`config.mk`:
```
export PLATFORM = sky130hd
export DESIGN_NAME = wide_move_sequencer
export DESIGN_NICKNAME = d
export VERILOG_FILES = /design/src/rtl/wide_move_sequencer.sv
export SDC_FILE = /design/constraint.sdc
export NUM_CORES = 1
export LEC_CHECK = 0
export BUFFER_PORTS_ARGS = -buffer_cell sky130_fd_sc_hd__buf_2
export CORE_ASPECT_RATIO = 1.25
export CORE_UTILIZATION = 35
export CTS_CLUSTER_SIZE = 28
export DETAILED_ROUTE_END_ITERATION = 6
export MAX_ROUTING_LAYER = met4
export PLACE_DENSITY = 0.75
export SLEW_MARGIN = 10
export SYNTH_ARGS = -nofsm -noshare
export SYNTH_HDL_FRONTEND = slang
export SYNTH_SLANG_ARGS = --single-unit
```
`constraint.sdc`:
```
create_clock -name clock -period 3.12 [get_ports clock]
set_input_delay 0.468 -clock clock [delete_from_list [all_inputs] [get_ports clock]]
set_output_delay 0.468 -clock clock [all_outputs]
set_load 0.02 [all_outputs]
```
`src/rtl/wide_move_sequencer.sv`:
```
// Wide-move (MOVZ/MOVK/MOVN) control sequencer: expands one instruction into 1-2 datapath control words.
// Optional MOVN execution is enabled by defining WIDE_MOVE_MOVN_EN; otherwise opc=00 is rejected as illegal.
module wide_move_sequencer #(
   parameter int DATA_WIDTH = 64,
   parameter int NUM_HW     = DATA_WIDTH / 16
) (
   input  logic                  clock,
   input  logic                  reset_n,
   input  logic                  start,
   input  logic [31:0]           instruction,
   input  logic                  ready,
   output logic [30:0]           controlWord,
   output logic [DATA_WIDTH-1:0] K,
   output logic                  valid,
   output logic                  busy,
   output logic                  done,
   output logic                  illegal
);

   typedef enum logic [1:0] {IDLE, STEP1, STEP2, FINISH} state_t;

   localparam int         NUM_LANES = DATA_WIDTH / 16;
   localparam logic [2:0] NUM_HW_L  = 3'(NUM_HW);
   localparam logic [1:0] OPC_MOVZ  = 2'b10;
   localparam logic [1:0] OPC_MOVK  = 2'b11;
`ifdef WIDE_MOVE_MOVN_EN
   localparam logic [1:0] OPC_MOVN  = 2'b00;
`endif
   localparam logic [1:0] PSEL_HOLD = 2'b00;
   localparam logic [1:0] PSEL_INC4 = 2'b01;
   localparam logic [4:0] FSEL_AND  = 5'b00000;
   localparam logic [4:0] FSEL_OR   = 5'b00100;
   localparam logic [4:0] XZR       = 5'd31;
   // {regW, ramW, EN_MEM, EN_ALU, EN_B, EN_PC, Bsel, PCsel, SL}
   localparam logic [8:0] CTRL_FLAGS = 9'b1_0_0_1_0_0_1_0_0;

   state_t      state_q, state_d;
   logic [1:0]  opc_q, opc_d;
   logic [1:0]  hw_q, hw_d;
   logic [15:0] imm_q, imm_d;
   logic [4:0]  rd_q, rd_d;
   logic        illegal_q, illegal_d;

   logic [1:0]  in_opc;
   logic [1:0]  in_hw;
   logic        opc_ok;
   logic        hw_ok;
   logic        unused_insn_bits;

   logic [NUM_LANES-1:0]  lane_hit;
   logic [DATA_WIDTH-1:0] imm_shift;
   logic [DATA_WIDTH-1:0] lane_mask;

   logic [1:0]            cw_psel;
   logic [4:0]            cw_sa;
   logic [4:0]            cw_fsel;
   logic [DATA_WIDTH-1:0] k_val;

   assign in_opc           = instruction[30:29];
   assign in_hw            = instruction[22:21];
   assign unused_insn_bits = ^{instruction[31], instruction[28:23]};
   assign hw_ok            = ({1'b0, in_hw} < NUM_HW_L);

   always_comb begin
      opc_ok = 1'b0;
      case (in_opc)
         OPC_MOVZ, OPC_MOVK: opc_ok = 1'b1;
`ifdef WIDE_MOVE_MOVN_EN
         OPC_MOVN:           opc_ok = 1'b1;
`endif
         default:            opc_ok = 1'b0;
      endcase
   end

   // Lane-wise shift: only the selected 16-bit lane carries imm16 / the mask.
   genvar gi;
   generate
      for (gi = 0; gi < NUM_LANES; gi++) begin : g_lane
         assign lane_hit[gi]             = (hw_q == 2'(gi));
         assign imm_shift[16*gi +: 16]   = lane_hit[gi] ? imm_q : 16'h0000;
         assign lane_mask[16*gi +: 16]   = {16{lane_hit[gi]}};
      end
   endgenerate

   always_comb begin
      state_d   = state_q;
      opc_d     = opc_q;
      hw_d      = hw_q;
      imm_d     = imm_q;
      rd_d      = rd_q;
      illegal_d = 1'b0;
      case (state_q)
         IDLE: begin
            if (start) begin
               if (opc_ok && hw_ok) begin
                  opc_d   = in_opc;
                  hw_d    = in_hw;
                  imm_d   = instruction[20:5];
                  rd_d    = instruction[4:0];
                  state_d = STEP1;
               end else begin
                  illegal_d = 1'b1;
               end
            end
         end
         STEP1: begin
            if (ready) begin
               state_d = (opc_q == OPC_MOVK) ? STEP2 : FINISH;
            end
         end
         STEP2: begin
            if (ready) begin
               state_d = FINISH;
            end
         end
         FINISH:  state_d = IDLE;
         default: state_d = IDLE;
      endcase
   end

   always_ff @(posedge clock) begin
      if (!reset_n) begin
         state_q   <= IDLE;
         opc_q     <= 2'b00;
         hw_q      <= 2'b00;
         imm_q     <= 16'h0000;
         rd_q      <= 5'd0;
         illegal_q <= 1'b0;
      end else begin
         state_q   <= state_d;
         opc_q     <= opc_d;
         hw_q      <= hw_d;
         imm_q     <= imm_d;
         rd_q      <= rd_d;
         illegal_q <= illegal_d;
      end
   end

   assign valid   = (state_q == STEP1) || (state_q == STEP2);
   assign busy    = (state_q != IDLE);
   assign done    = (state_q == FINISH);
   assign illegal = illegal_q;

   // MOVK clears the target lane first (AND ~M), then ORs the new lane in.
   always_comb begin
      cw_psel = PSEL_HOLD;
      cw_sa   = 5'd0;
      cw_fsel = FSEL_AND;
      k_val   = '0;
      case (state_q)
         STEP1: begin
            if (opc_q == OPC_MOVK) begin
               cw_psel = PSEL_HOLD;
               cw_sa   = rd_q;
               cw_fsel = FSEL_AND;
               k_val   = ~lane_mask;
            end else begin
               cw_psel = PSEL_INC4;
               cw_sa   = XZR;
               cw_fsel = FSEL_OR;
`ifdef WIDE_MOVE_MOVN_EN
               k_val   = (opc_q == OPC_MOVN) ? ~imm_shift : imm_shift;
`else
               k_val   = imm_shift;
`endif
            end
         end
         STEP2: begin
            cw_psel = PSEL_INC4;
            cw_sa   = rd_q;
            cw_fsel = FSEL_OR;
            k_val   = imm_shift;
         end
         default: ;
      endcase
   end

   always_comb begin
      controlWord = '0;
      K           = '0;
      if (valid) begin
         controlWord = {cw_psel, rd_q, cw_sa, XZR, cw_fsel, CTRL_FLAGS};
         K           = k_val;
      end
   end

endmodule

```
==> results of run 1 <==
## per-layer routing
layer	part of all wire [%]	up-vias	global-route usage, %	routed length, um
li1	-	1035	-	-
met1	41	1004	20.8	2370
met2	53	77	32.1	3040
met3	4.4	9	1.82	256
met4	1.9	0	6.91	109
met5	0	-	-	0
## through the flow
step,utilization [%],total power [W],instance area [um^2]
global route,46.1,0.00165,2660
floorplan,-,0.00119,2130
finish,46.1,0.00155,2660
detailed placement,44.8,0.00128,2590
CTS,46.1,0.00157,2660
global placement,44.8,0.00126,2590
## area by class of cell
| cell class | count | area (um^2) |
|---|---|---|
| Sequential cell | 28 | 561 |
| Clock inverter | 1 | 30.0 |
| Multi-Input combinational cell | 190 | 1280 |
| Fill cell | 591 | 3120 |
| Inverter | 8 | 30.0 |
| Clock buffer | 3 | 41.3 |
| Timing Repair Buffer | 124 | 641 |
| Tap cell | 66 | 82.6 |
## logic make-up (layout without fill, tap and decap cells)
kind of cell,count (synthesis),in the layout,share of synthesized area (%)
AOI/OAI and AO/OA,107,107,42.9
adders and majority gates,4,4,2.40
buffers and inverters,46,136,13.8
DFF,28,28,26.8
muxes,1,1,0.479
other,1,11,0.179
and+or+nand+nor,67,67,13.4
## cell usage in the layout (no fill, tap or decap), types with 5 or more instances in the layout
master    count
a21o_1       40
conb_1       11
a21oi_1      10
inv_1         7
a21boi_0     24
dfxtp_1      28
buf_4         8
and2_1        5
buf_2       116
nand2_1      56
a21o_2       24
## registers in the layout (all words and copies together), names as in the netlist
| signal | cells |
|---|---|
| imm_q | 16 |
| hw_q | 2 |
| illegal | 1 |
| opc_q | 2 |
| rd_q | 5 |
| state_q | 2 |
## worst max-delay path by stage
stage,from,endpoint,slack [ns],cells past startpoint
floorplan,state_q[0],K[53],0.51,6
global placement,state_q[0],K[1],0.57,7
detailed placement,state_q[0],K[18],0.50,7
CTS,state_q[0],K[18],0.17,7
global route,state_q[0],K[16],0.007,7
finish,state_q[0],K[41],0.20,7
## critical path, cell delays in order (launching register included)
cell	delay [ns]
dfxtp_1	0.40
inv_1	0.08
ha_1	0.56
inv_2	0.23
a2111oi_4	0.31
buf_4	0.27
a21o_1	0.16
buf_2	0.16
## power by group through the flow
stage	Clock (W)	Combinational, W	Sequential, W
finish	0.000285	0.000802	0.000464
global route	0.000312	0.000867	0.000472
CTS	0.000297	0.000812	0.000463
detailed placement	0	0.000809	0.000472
global placement	0	0.000795	0.000469
floorplan	0	0.000729	0.000457
==> reports/metrics.yaml, run 1 <==
path_clk_slew_ns: 0.10
r2r-start: "state_q[0]"
finClkSkew_ns: 0.00356
async_flop_share_pct: 0
dpl.hpwl_um: 4350
reg2reg_slack_ns: 1.18
synthCells: 254
grt_overflow: 0
numClockSinks: 28
placed_cells: 416
areaGrowthSynthToFinish_pct: 27.4
die_h_um: 88.4
drt_iter0_markers: 116
clock_latency_ns: 0.27
clockBufferDepth: 2
power_frac_comb_pct: 51.7
rsz0062_at_grt: "false"
internal-power_w: 0.000817
port_buffers: 116
place_congestion: 0.803
hold_class: "input port to flip-flop"
yosysTopAreaCell: "dfxtp_1"
synth_ff_type: "dfxtp_1"
path_max_fanout: 17
slew_headroom_pct: 34.8
seqPwrFrac_pct: 29.9
routed_via_density: 5.06
grt_pass1_wl_um: 8600
die_area_um2: 6290
fin_setup_tns_ns: 0
p_sw_w: 0.000734
violations: "design-rule violations"
synth-edff-count: 0
antenna_found_initial: 0
post_cts_buffers: 0
worstHoldStart: "instruction[13]"
wl_per_cell_um: 13.8
hold_end: "imm_q[8]"
drv_cap: 0
drive_above_1_share_pct: 44.9
synth_top_area_share_pct: 26.8
yosysSeqAreaShare_pct: 26.8
grt_pass1_vias: 1797
worst_slack_ns: 0.196
yosys_warnings: 0
netSwitchingFraction_pct: 47.3
whs_ns: 0.429
post_cts_resized: 0
reg2reg_depth: 5
cts-hold-fix-buffers: 0
pwr-share-clk_pct: 18.4
synthTopCellsByArea: "dfxtp_1 27%, a21o_1 14%, nand2_1 10%"
final_max_slew_viol_count: 0
ys_seq_elements: 28
synth.distinct_cells: 27
grt_max_degree: 30
finalHoldViolCount: 0
htree_num_levels: 1
hold_depth: 3
final_cell_count_no_fill: 420
syn_area_um2: 2090
drt_wl_total_um: 5780
power.leakage_nw: 1.81
drt.antenna.violating_nets: 0
fin_crit_ns: 2.92
die_w_um: 71.1
tightest_slew_ns: 0.975
synth_common_cells: "56 x nand2_1, 40 x a21o_1, 28 x dfxtp_1, 24 x a21boi_0, 24 x a21o_2"
coreArea_um2: 5780
power.density_nw_per_um2: 582
cts_root_buf: "clkbuf_8"
period_share_pct: 93.7
num_rows: 31
grt_use_total_pct: 18.0
arrival_ns: 2.46
start_util_pct: 36.2
drc: 16
end_kind: "output pin"
syn_area_per_cell_um2: 8.23
startpoint_type: "flip-flop"
top_level_ports: 135
place_ws_ns: 0.501
cts_tree: "done"
first_pass_iters: 7
cts-buffers-inserted: 3
run_status: "complete, but fails checks"
clock.fmax_ghz: 0.342
path_class: "flip-flop to output pin"
rr_endpoint: "imm_q[13]"
finalSetupViolations: 0
required_ns: 2.65
yosys.cell_count.top_type: "nand2_1"
final_net_count: 395
vias: 2125
antennaDiodeCount: 0
vdd_drop_max_mv: 0.794
Note: power is estimated with default switching activity, not from simulation.
==> run 2, diff against run 1 <==
--- a/config.mk
+++ b/config.mk
@@ -11,7 +11,7 @@
 export CTS_CLUSTER_SIZE = 28
 export DETAILED_ROUTE_END_ITERATION = 6
 export MAX_ROUTING_LAYER = met4
-export PLACE_DENSITY = 0.75
+export PLACE_DENSITY_LB_ADDON = 0.05
 export SLEW_MARGIN = 10
 export SYNTH_ARGS = -nofsm -noshare
 export SYNTH_HDL_FRONTEND = slang
==> run 2 against run 1 <==
Effect of this change: the flow still finishes with violations (design-rule violations); critical path depth unchanged; sequential cell count unchanged; design area increased by 0.56%; clock skew increased by 0.0016 ns; sequential share of layout area decreased by 0.12 points; global-route usage increased by 0.62 points; total power increased by 0.93%; combinational power increased by 1%; via count decreased by 4.8%; clock power about the same; critical path type unchanged; largest cell class unchanged.
==> reports/metrics.yaml, run 2 (synthesis gave the netlist of run 1 again) <==
run_status: "complete, but fails checks"  # unchanged
violations: "design-rule violations"  # unchanged
vdd_drop_max_mv: 0.567  # was 0.794 mV
layout_common_cells: "116 x buf_2, 56 x nand2_1, 40 x a21o_1"  # unchanged
place_congestion: 0.778  # was 0.803
top_level_ports: 135  # unchanged
drv_cap: 0  # unchanged
antenna_found_initial: 0  # unchanged
power_frac_comb_pct: 51.7  # about the same
required_ns: 2.65  # about the same
post_cts_buffers: 0  # unchanged
grt_max_degree: 30  # unchanged
die_h_um: 88.4  # unchanged
top_regs: "imm_q: 16 flops, rd_q: 5 flops"  # unchanged
path_class: "flip-flop to output pin"  # unchanged
slew_headroom_pct: 41.4  # was 34.8%
cts_tree: "done"  # unchanged
die_area_um2: 6290  # unchanged
path_clk_slew_ns: 0.10  # about the same
tightest_slew_ns: 0.880  # was 0.975 ns
vias: 2023  # was 2,125
nFillCells: 622  # was 591
grt_use_total_pct: 18.6  # was 18.0%
netSwitchingFraction_pct: 46.9  # was 47.3%
rsz0062_at_grt: "false"  # unchanged
top_register: "imm_q"  # unchanged
power.density_nw_per_um2: 584  # was 582 nW/um^2
routed_via_density: 4.79  # was 5.06
numClockSinks: 28  # unchanged
drive_above_1_share_pct: 45.2  # was 44.9%
internal-power_w: 0.000831  # was 0.000817 W
clock_latency_ns: 0.27  # about the same
cts-buffers-inserted: 3  # unchanged
coreArea_um2: 5780  # unchanged
p_sw_w: 0.000734  # about the same
final_area_um2: 2680  # was 2660 um^2
final_common_cell: "buf_2"  # unchanged
startpoint_type: "flip-flop"  # unchanged
grt_pass1_wl_um: 8980  # was 8600 um
first_pass_iters: 6  # was 7
finClkSkew_ns: 0.00518  # was 0.00356 ns
placed_cells: 418  # was 416
drt_iter0_markers: 65  # was 116
grt_pass1_vias: 1868  # was 1,797
seqPwrFrac_pct: 29.9  # about the same
wl_per_cell_um: 13.7  # was 13.8 um
drt.antenna.violating_nets: 0  # unchanged
drc: 9  # was 16
final_max_slew_viol_count: 0  # unchanged
dpl.hpwl_um: 4290  # was 4350 um
num_rows: 31  # unchanged
hold_class: "input port to flip-flop"  # unchanged
power_w: 0.00156  # was 0.00155 W
htree_num_levels: 1  # unchanged
cts-hold-fix-buffers: 0  # unchanged
drt_wl_total_um: 5760  # was 5780 um
finalSetupViolations: 0  # unchanged
die_w_um: 71.1  # unchanged
largest_reg_flops: 16  # unchanged
cts_root_buf: "clkbuf_8"  # unchanged
clock.fmax_ghz: 0.336  # was 0.342 GHz
start_util_pct: 36.2  # unchanged
end_kind: "output pin"  # unchanged
final_util_pct: 46.3  # was 46.1%
clockBufferDepth: 2  # unchanged
period_share_pct: 95.3  # was 93.7%
final_cell_count_no_fill: 422  # was 420
post_cts_resized: 0  # unchanged
pwr-share-clk_pct: 18.4  # about the same
final_net_count: 397  # was 395
power.leakage_nw: 1.82  # was 1.81 nW
antennaDiodeCount: 0  # unchanged
fin_setup_tns_ns: 0  # unchanged
finalHoldViolCount: 0  # unchanged
placed_area_um2: 2610  # was 2590 um^2
grt_overflow: 0  # unchanged
path_max_fanout: 11  # was 17
arrival_ns: 2.51  # was 2.46 ns
port_buffers: 116  # unchanged
fin_crit_ns: 2.97  # was 2.92 ns
areaGrowthSynthToFinish_pct: 28.1  # was 27.4%
## run 2: cell count changes in the layout (fill, tap and decap cells not counted)
cell	delta
buf_4	+2
## run 2: routing by layer
| layer | up-vias | GRT usage (%) | part of all wire (%) |
|---|---|---|---|
| li1 | 1041 | - | - |
| met1 | 909 | 20.4 | 42 |
| met2 | 71 | 34.9 | 52 |
| met3 | 2 | 2.96 | 5.4 |
| met4 | 0 | 4.91 | 0.62 |
| met5 | - | - | 0 |
## run 2: path summary, 6_finish.rpt
kind	endpoint	slack [ns]	startpoint	depth (start not counted)
max	K[15]	0.15	state_q[1]	7
min	imm_q[9]	0.43	instruction[14]	3
max reg2reg	hw_q[0]	1.25	state_q[1]	5
min reg2reg	rd_q[3]	0.49	rd_q[3]	2
## run 2: power by group through the flow
stage	clock network (W)	registers (W)	logic [W]
6_report	0.000288	0.000467	0.000810
3_3_place_gp	0	0.000475	0.000814
2_1_floorplan	0	0.000457	0.000729
4_1_cts	0.000301	0.000468	0.000819
3_5_place_dp	0	0.000477	0.000815
5_1_grt	0.000312	0.000477	0.000879
## run 2: area by class of cell
type | count | area, um^2 | area share [%]
clock inverters | 1 | 30.0 | 1.12
repair buffers | 126 | 656 | 24.5
multi-input cells | 190 | 1280 | 47.7
inverters | 8 | 30.0 | 1.12
well taps | 66 | 82.6 | 3.08
clock buffers | 3 | 41.3 | 1.54
flip-flops and latches | 28 | 561 | 20.9
## run 2: metrics by stage
stage | worst slack (ns) | hold WS [ns]
detailed placement | 0.467 | 0.472
global placement | 0.520 | 0.465
global route | 0.00386 | 0.414
floorplan | 0.508 | 0.452
CTS | 0.137 | 0.420
finish | 0.145 | 0.426
## run 2: worst max-delay path: stages, from the launching register on
cell and delay (ns):
dfxtp_1 0.35, inv_1 0.09, ha_1 0.20, a21bo_1 0.41, a2111oi_4 0.61, buf_4 0.26
a21o_1 0.13, buf_2 0.16
